<file path="config.mk">
export PLATFORM = sky130hd
export DESIGN_NAME = kb_ascii_ctrl
export DESIGN_NICKNAME = d
export VERILOG_FILES = /design/src/rtl/kb_ascii_ctrl.sv
export SDC_FILE = /design/constraint.sdc
export NUM_CORES = 1
export LEC_CHECK = 0
export CORE_UTILIZATION = 30
export CTS_CLUSTER_DIAMETER = 50
export DETAILED_ROUTE_END_ITERATION = 7
export PLACE_DENSITY = 0.57
export REMOVE_ABC_BUFFERS = 1
export SYNTH_ARGS = -nofsm -noshare
export SYNTH_HDL_FRONTEND = slang
export SYNTH_SLANG_ARGS = --single-unit
</file>
<file path="constraint.sdc">
create_clock -name clk -period 3.8 [get_ports clk]
set_input_delay 0.57 -clock clk [delete_from_list [all_inputs] [get_ports clk]]
set_output_delay 0.57 -clock clk [all_outputs]
set_load 0.03 [all_outputs]
</file>
<file path="src/rtl/kb_ascii_ctrl.sv">
// PS/2 scancode sequencer: make/break/extended decode, Shift/Caps tracking,
// case-adjusted lookup result into a show-ahead FIFO. Optional KB_TYPEMATIC_FILTER_EN.
module kb_ascii_ctrl #(
  parameter int unsigned FIFO_DEPTH = 8,
  parameter logic [7:0]  SHIFT_L    = 8'h12,
  parameter logic [7:0]  SHIFT_R    = 8'h59,
  parameter logic [7:0]  CAPS       = 8'h58
) (
  input  logic       clk,
  input  logic       rst,
  input  logic [7:0] kb_data,
  input  logic       kb_valid,
  output logic [7:0] lut_code,
  input  logic [7:0] lut_ascii,
  output logic [7:0] ascii_data,
  output logic       ascii_valid,
  input  logic       ascii_ready,
  output logic       shift_active,
  output logic       caps_active,
  output logic [7:0] key_count,
  output logic       overflow
);

  localparam int unsigned AW = $clog2(FIFO_DEPTH);
  localparam logic [AW:0] FULL_CNT = (AW + 1)'(FIFO_DEPTH);

  typedef enum logic [1:0] {IDLE, EXT, BRK, EXT_BRK} state_e;

  state_e     state_q;
  logic       shl_q, shr_q, caps_q, pend_q;
  logic [7:0] code_q;
  logic       repeat_c;

`ifdef KB_TYPEMATIC_FILTER_EN
  logic [7:0] last_make_q;
  assign repeat_c = (kb_data == last_make_q);
`else
  assign repeat_c = 1'b0;
`endif

  always_ff @(posedge clk or posedge rst) begin
    if (rst) begin
      state_q <= IDLE;
      shl_q   <= 1'b0;
      shr_q   <= 1'b0;
      caps_q  <= 1'b0;
      pend_q  <= 1'b0;
      code_q  <= '0;
`ifdef KB_TYPEMATIC_FILTER_EN
      last_make_q <= '0;
`endif
    end else begin
      pend_q <= 1'b0;
      if (kb_valid) begin
        unique case (state_q)
          IDLE: begin
            if (kb_data == 8'hF0) begin
              state_q <= BRK;
            end else if (kb_data == 8'hE0) begin
              state_q <= EXT;
            end else if (!repeat_c) begin
`ifdef KB_TYPEMATIC_FILTER_EN
              last_make_q <= kb_data;
`endif
              if (kb_data == SHIFT_L) begin
                shl_q <= 1'b1;
              end else if (kb_data == SHIFT_R) begin
                shr_q <= 1'b1;
              end else if (kb_data == CAPS) begin
                caps_q <= ~caps_q;
              end else begin
                code_q <= kb_data;
                pend_q <= 1'b1;
              end
            end
          end
          EXT:     state_q <= (kb_data == 8'hF0) ? EXT_BRK : IDLE;
          BRK: begin
            if (kb_data == SHIFT_L) shl_q <= 1'b0;
            if (kb_data == SHIFT_R) shr_q <= 1'b0;
`ifdef KB_TYPEMATIC_FILTER_EN
            // releasing the held key re-arms it for the next press
            if (repeat_c) last_make_q <= '0;
`endif
            state_q <= IDLE;
          end
          EXT_BRK: state_q <= IDLE;
        endcase
      end
    end
  end

  assign lut_code     = code_q;
  assign shift_active = shl_q | shr_q;
  assign caps_active  = caps_q;

  logic [7:0]  mem_q [FIFO_DEPTH];
  logic [AW-1:0] wr_q, rd_q;
  logic [AW:0] cnt_q, cnt_d;
  logic [7:0]  char_c;
  logic        push_req_c, push_c, pop_c;

  always_comb begin
    char_c = lut_ascii;
    if (lut_ascii >= 8'h61 && lut_ascii <= 8'h7A && (shift_active ^ caps_q))
      char_c = lut_ascii - 8'h20;
    pop_c      = (cnt_q != '0) && ascii_ready;
    push_req_c = pend_q && (lut_ascii != 8'h00);
    // a full FIFO still accepts when the head leaves in the same cycle
    push_c     = push_req_c && ((cnt_q != FULL_CNT) || pop_c);
    cnt_d      = cnt_q;
    if (push_c && !pop_c) cnt_d = cnt_q + 1'b1;
    if (!push_c && pop_c) cnt_d = cnt_q - 1'b1;
  end

  always_ff @(posedge clk or posedge rst) begin
    if (rst) begin
      for (int unsigned i = 0; i < FIFO_DEPTH; i++) mem_q[i] <= '0;
      wr_q      <= '0;
      rd_q      <= '0;
      cnt_q     <= '0;
      key_count <= '0;
      overflow  <= 1'b0;
    end else begin
      if (push_c) begin
        mem_q[wr_q] <= char_c;
        wr_q        <= wr_q + 1'b1;
        key_count   <= key_count + 8'd1;
      end
      if (pop_c) rd_q <= rd_q + 1'b1;
      if (push_req_c && !push_c) overflow <= 1'b1;
      cnt_q <= cnt_d;
    end
  end

  assign ascii_data  = mem_q[rd_q];
  assign ascii_valid = (cnt_q != '0);

endmodule

</file>
# Word-level counts from Yosys, hierarchy flattened
# Cells that the tools add are included.
# classes
n_addsub	6
n_lt_le_gt_ge	5
eq_ne	17
muxes	31
n_bitwise	10
n_reduce_logical	23
# op_table
operator	n
$bwmux 64	1
$mux 8	4
$bmux 8 s3	1
$demux 8 s3	1
$reduce_and 7->1	3
$eq 8x7->1 const B	2
$eq 8x8->1 const B	2
$mux 1	16
$ne 2x2->1 const B	7
$logic_and 1x1->1	9
$add 8x1->8 const B	1
$eq 8x5->1 const B	1
$ge 4x4->1 const B	2
$ge 8x7->1 const B	1
$le 8x7->1 const B	1
$mux 4	2
$not 3->4	2
$reduce_bool 8->1	1
$sub 8x6->8 const B	1
$add 3x1->3 const B	2
$mux 2	3
$not 1->1	6
$pmux 2 s3	1
$reduce_and 6->1	1
other kinds (17)	21
# word_totals
ff_bits	97
inputBits	20
out_inout_bits	28
word_cells	111

# Logic depth before layout (Yosys ltp)
# Gate-level depths: netlist of the first run.
# logic_depth
word_depth	8
mapped_depth	12
ltp_nobuf	10

# Worst setup path after synthesis of the first run
# Ideal clock, no wire load.
# synth_timing
kind	input to register
start	input port lut_ascii[0]
end	register cnt_q[3]
setup_ns	0.125
arrival_ns	2.635
required_time_ns	3.675
slack_ns	1.040
cell_stages	12
path_buffers	2
path_cell_list	buf_2 nor4_1 nand2_1 nand3b_4 buf_4 ha_1 ha_1 a21o_1 a21oi_1 xnor2_1 nor2_1 xor2_1
# synth_between
elab_chain_len	6
elab_cells_between_ends	8
cone_classes	mux: 1; reduce/logical: 7
# synth_lines
item	line	rtl
start: declaration	14	input logic [7:0] lut_ascii,
$reduce_bool 8->1 *	108	push_req_c = pend_q && (lut_ascii != 8'h00);
$logic_and 1x1->1 *	108	
$logic_and 1x1->1 *	110	push_c = push_req_c && ((cnt_q != FULL_CNT) || pop_c);
$logic_not 1->1	113	if (!push_c && pop_c) cnt_d = cnt_q - 1'b1;
$logic_and 1x1->1	113	
$mux 4 or $reduce_bool 2->1 (tied branches)	-	
end signal: assignment	132	cnt_q <= cnt_d;
end: declaration	99	logic [AW:0] cnt_q, cnt_d;
# Mark *: on every way between the ends. The rest lies on a longest branch, timed or not.
# A chain may end at the register's enable or synchronous reset.

# Worst setup path in the final report of the first run
# layout_timing
start	register rd_q[1]
end	output port ascii_data[4]
# layout_between
elab_chain_len	4
# layout_lines
item	line	rtl
start: declaration	98	logic [AW-1:0] wr_q, rd_q;
start signal: assignment	130	if (pop_c) rd_q <= rd_q + 1'b1;
$not 3->4 (implied by the code)	136	assign ascii_data = mem_q[rd_q];
$bmux 8 s3	136	
$mux 8 (implied by the code) (2 in a row)	136	
end: declaration	15	output logic [7:0] ascii_data,
# Every way passes these cells. The select of a mux whose other input is x is not followed.

==> results of run 1 <==
==> cell families (layout without fill, tap and decap cells) <==
kind of cell	count (synthesis)	count (layout)	share of synthesized area (%)
flip-flops	97	97	50.4
AO/OA/AOI/OAI	41	41	6.33
XOR/XNOR	16	16	2.91
AND/OR/NAND/NOR	79	79	12.4
multiplexers	75	75	21.2
adder cells (fa/ha/maj)	8	8	2.23
buffers and inverters	37	91	4.52
==> Yosys cell counts (all sizes together) (9+ instances only) <==
library cell,number
nor2,9
a22o,16
dfrtp,97
clkbuf,9
nand3,12
mux2,58
mux4,16
nand2,16
nor3,10
inv,17
buf,11
==> layer usage <==
| metal | vias up | share of wire, % | track usage (%) |
|---|---|---|---|
| met5 | - | 0 | 0 |
| met4 | 0 | 1.2 | 4.15 |
| met3 | 12 | 3.0 | 2.49 |
| met2 | 45 | 48 | 22.2 |
| met1 | 1536 | 48 | 18.4 |
| li1 | 1405 | - | - |
==> per-stage QoR <==
| stage | total power, uW | util (%) |
|---|---|---|
| floorplan | 3240 | - |
| global placement | 3890 | 35.6 |
| detailed placement | 3950 | 35.6 |
| CTS | 5010 | 37.9 |
| global route | 5250 | 37.9 |
| finish | 4950 | 37.9 |
==> sequential cells by signal (all words and copies together), names as in the netlist, 2 cells and up <==
register,flops
cnt_q,4
key_count,8
lut_code,8
mem_q,64
rd_q,3
state_q,2
wr_q,3
==> layout make-up <==
| class | instances | area share [%] |
|---|---|---|
| Clock buffer | 10 | 3.92 |
| Clock inverter | 6 | 1.99 |
| Inverter | 17 | 1.11 |
| Multi-Input combinational cell | 219 | 37.2 |
| Sequential cell | 97 | 41.6 |
| Tap cell | 211 | 4.52 |
| Timing Repair Buffer | 58 | 9.68 |
==> worst paths after layout <==
kind                            depth (start not counted)       endpoint    startpoint  slack, ns
min in group asynchronous                               2    lut_code[1]           rst       0.62
worst min-delay path                                    1   key_count[7]  key_count[7]       0.48
worst max register to register                         10       cnt_q[3]      cnt_q[0]       1.31
max in group asynchronous                               3      mem_q[16]           rst       2.44
worst max-delay path                                    4  ascii_data[4]       rd_q[1]       0.74
worst min register to register                          1   key_count[7]  key_count[7]       0.48
==> report_power, final <==
group / switching [uW] / internal, uW / total [uW] / leakage (uW)
registers: 340 / 1470 / 1810 / 0.00117
logic: 978 / 1120 / 2090 / 0.00110
clock network: 393 / 647 / 1040 / 0.000167
total: 1710 / 3240 / 4950 / 0.00244
==> impl_metrics.tcl, run 1 <==
set metrics [dict create \
    yosys_most_used_dff "dfrtp_1" \
    rsz0062_at_grt "no" \
    wl_per_cell_um 16.5 \
    peakVddDrop_mv 0.374 \
    start_util_pct 31.2 \
    numPortBuffers 47 \
    cpMaxStageDelayCell "dfrtp_1" \
    status "finished, final reports clean" \
    arrival_ns 2.49 \
    cts_buffers 9 \
    synth_top_area_cell "dfrtp_1" \
    drc 0 \
    crit_path_max_incr_delay_ns 0.64 \
    final_common_cell "dfrtp_1" \
    worstPathMaxFanout 10 \
    critical_path_required_ns 3.23 \
    post_cts_buffers 0 \
    yosysWarnings 0 \
    hold-worst-slack_ns 0.476 \
    insertion_delay_ns 0.34 \
    drive_gt1_share_pct 31.2 \
    seq_area_um2 2430 \
    avgViaCountPerCell 4.85 \
    layout_common_cells "dfrtp_1 (97), mux2_2 (57), clkdlybuf4s50_1 (47)" \
    n_antenna_cell 0 \
    grt_pass1_wl_mm 17.2 \
    placed_cell_area_um2 5500 \
    cts_buffer_depth 2 \
    fin_tns_setup_ns 0 \
    holdBufCountCts 0 \
    worst_slack_ns 0.737 \
    first_global_vias 3119 \
    worst_setup_path_end_kind "primary output" \
    async_reset_ff_share_pct 100 \
    final_hold_viol_count 0 \
    die_height_um 129 \
    dieArea_um2 16600 \
    yosysUniqueCellTypes 54 \
    path_class "reg -> out" \
    cts.htree.levels 3 \
    cts_root_buffer "clkbuf_16" \
    min_path_type "reg -> reg" \
    cap_violations 0 \
    avgSynthCellArea_um2 13.7 \
    grt_max_degree 40 \
    syn_to_final_growth_pct 21.2 \
    synth_area_leaders "dfrtp_1 (50%), mux2_2 (13%), mux4_2 (7.5%)" \
    tritoncts "yes" \
    io_pins 48 \
    antenna_found_initial 0 \
    dp_hpwl_mm 7.14 \
    leakage_uw 0.00244 \
    crit_family "buffers and inverters" \
    critPathLaunchType "flop" \
    routed-via-count 2998 \
    cts_sinks 97 \
    clk_pin_slew_worst_paths_ns 0.06 \
    stdcell_count 618 \
    clock_skew_ns 0.00572 \
    clock.fmax_ghz 0.326 \
    fin_area_um2 5840 \
    multi_input_area_um2 2170 \
    synth_cells 353 \
    drtIter0Drc 89 \
    firstDrtPassIters 4 \
    netlist_area_um2 4820 \
    grt_overflow_total 0 \
    fillers 1504 \
    dp_cells 602 \
    place.gp.congestion 0.861 \
    crit_buf_inv 2 \
    synth-edff-count 0 \
    path_cells "buf_4 -> mux4_2 -> mux2_2 -> clkdlybuf4s50_1" \
    fin_crit_sh_pct 80.6 \
    yosysTopAreaCellShare_pct 50.4 \
    track_usage_pct 13.6 \
    num_rows 45 \
    fin_crit_ns 3.06 \
    dp_slack_ns 0.566 \
    powerDensity_nw_per_um2 847 \
    routed_wl_mm 10.2 \
    ys_seq_area_share_pct 50.4 \
    worstMarginPinSlew_ns 0.651 \
    drtAntennaViolNets 0 \
    post_cts_resized 0 \
    finalSetupViolCount 0 \
    nNetsFinal 430 \
    drv_slew 0 \
    core_area_um2 15400 \
    slew_headroom_pct 56.6 \
    die_x_um 129 \
    synth_seq_cells 97 \
]
Power figures use the tool's default switching activity.
==> inputs of run 2 (changes only) <==
==> constraint.sdc (replaced) <==
create_clock -name clk -period 3.05 [get_ports clk]
set_input_delay 0.4575 -clock clk [delete_from_list [all_inputs] [get_ports clk]]
set_output_delay 0.4575 -clock clk [all_outputs]
set_load 0.03 [all_outputs]
==> run 2 against run 1 <==
  * Total power is 21% higher
  * Register-to-register slack got worse by 0.76 ns
  * First-iteration DRC count up 20%
  * Utilization is 0.089 points lower
==> impl_metrics.tcl, run 2 (synthesis results as in run 1) <==
set metrics [dict create \
    firstDrtPassIters 6 \
    grt_overflow_total 0 \
    die_height_um 129 \
    min_path_type "reg -> reg" \
    avgViaCountPerCell 4.86 \
    io_pins 48 \
    holdBufCountCts 0 \
    dieArea_um2 16600 \
    cap_violations 0 \
    grt_pass1_wl_mm 17.3 \
    track_usage_pct 13.7 \
    place.gp.congestion 0.792 \
    powerDensity_nw_per_um2 1030 \
    routed_wl_mm 10.5 \
    setup.worst_path.start "rd_q[0]" \
    status "finished, final reports clean" \
    drtIter0Drc 107 \
    largest_reg_flops 64 \
    die_x_um 129 \
    first_global_vias 3221 \
    grt_max_degree 63 \
    antenna_found_initial 0 \
    drc 0 \
    hp-start "key_count[7]" \
    fin_crit_sh_pct 91.7 \
    fin_tns_setup_ns 0 \
    fillers 1517 \
    nNetsFinal 435 \
    dp_hpwl_mm 7.25 \
    slew_headroom_pct 56.4 \
    n_antenna_cell 0 \
    r2r_start "cnt_q[0]" \
    num_rows 45 \
    cts_sinks 97 \
    cts_root_buffer "clkbuf_16" \
    finalSetupViolCount 0 \
    drtAntennaViolNets 0 \
    path_class "reg -> out" \
    syn_to_final_growth_pct 20.9 \
    post_cts_buffers 0 \
    hold-worst-slack_ns 0.475 \
    drive_gt1_share_pct 32.3 \
    leakage_uw 0.00243 \
    critPathLaunchType "flop" \
    routed-via-count 3030 \
    worst_setup_path_end_kind "primary output" \
    clock.fmax_ghz 0.357 \
    numPortBuffers 47 \
    peakVddDrop_mv 0.417 \
    drv_slew 0 \
    clock_skew_ns 0.00923 \
    final_common_cell "dfrtp_1" \
    cts.htree.levels 3 \
    tritoncts "yes" \
    post_cts_resized 0 \
    clk_pin_slew_worst_paths_ns 0.06 \
    rsz0062_at_grt "no" \
    insertion_delay_ns 0.35 \
    fin_crit_ns 2.80 \
    worstMarginPinSlew_ns 0.653 \
    cts_buffer_depth 2 \
    layout_common_cells "dfrtp_1 (97), mux2_2 (57), clkdlybuf4s50_1 (47)" \
    critical_path_required_ns 2.59 \
    wl_per_cell_um 16.9 \
    core_area_um2 15400 \
    arrival_ns 2.34 \
    largest_register "mem_q" \
    worstPathMaxFanout 18 \
    final_hold_viol_count 0 \
    cts_buffers 9 \
    start_util_pct 31.2 \
]
## run 2: final timing paths
check                           depth (start not counted)  slack [ns]       endpoint
worst max-delay path                                    4        0.25  ascii_data[6]
worst min-delay path                                    1        0.47   key_count[7]
worst max register to register                         10        0.55       cnt_q[3]
worst min register to register                          1        0.47   key_count[7]
max in group asynchronous                               3        1.80      mem_q[63]
min in group asynchronous                               2        0.50    lut_code[6]
## run 2: cell type report
cell class	instances	area [um2]	area share (%)
clock buffer	10	239	4.10
timing repair buffer	63	616	10.6
clock inverter	6	42.5	0.730
sequential	97	2430	41.6
multi-input combinational	219	2170	37.3
tap	211	264	4.53
inverter	17	65.1	1.12
## run 2: through the flow
| stage | instance area, um2 | setup WS (ns) | power (uW) | std cells | utilization, % |
|---|---|---|---|---|---|
| 2_1_floorplan | 4670 | 0.0588 | 4040 | 333 | - |
| 3_3_place_gp | 5550 | 0.139 | 4900 | 607 | 36.0 |
| 3_5_place_dp | 5550 | 0.103 | 4980 | 607 | 36.0 |
| 4_1_cts | 5830 | 0.223 | 6070 | 623 | 37.8 |
| 5_1_grt | 5830 | 0.181 | 6350 | 623 | 37.8 |
| 6_report | 5830 | 0.253 | 5990 | 623 | 37.8 |
## run 2: metal layers
layer | wire length, um | vias up | share of wire (%) | global-route usage [%]
met3 | 308 | 12 | 2.9 | 2.62
met4 | 141 | 0 | 1.3 | 4.78
li1 | - | 1410 | - | -
met2 | 5150 | 53 | 49 | 22.8
met5 | 0 | - | 0 | 0
met1 | 4900 | 1555 | 47 | 18.0
## run 2: worst max-delay path, stage by stage, from the launching register on
cell,delay [ns]
dfrtp_1,0.37
buf_12,0.21
mux4_2,0.53
mux2_2,0.29
clkdlybuf4s50_1,0.59
## run 2: power by group
part | total (uW) | internal [uW] | switching (uW)
sequential | 2240 | 1830 | 403
combinational | 2670 | 1420 | 1250
clock | 1070 | 577 | 498
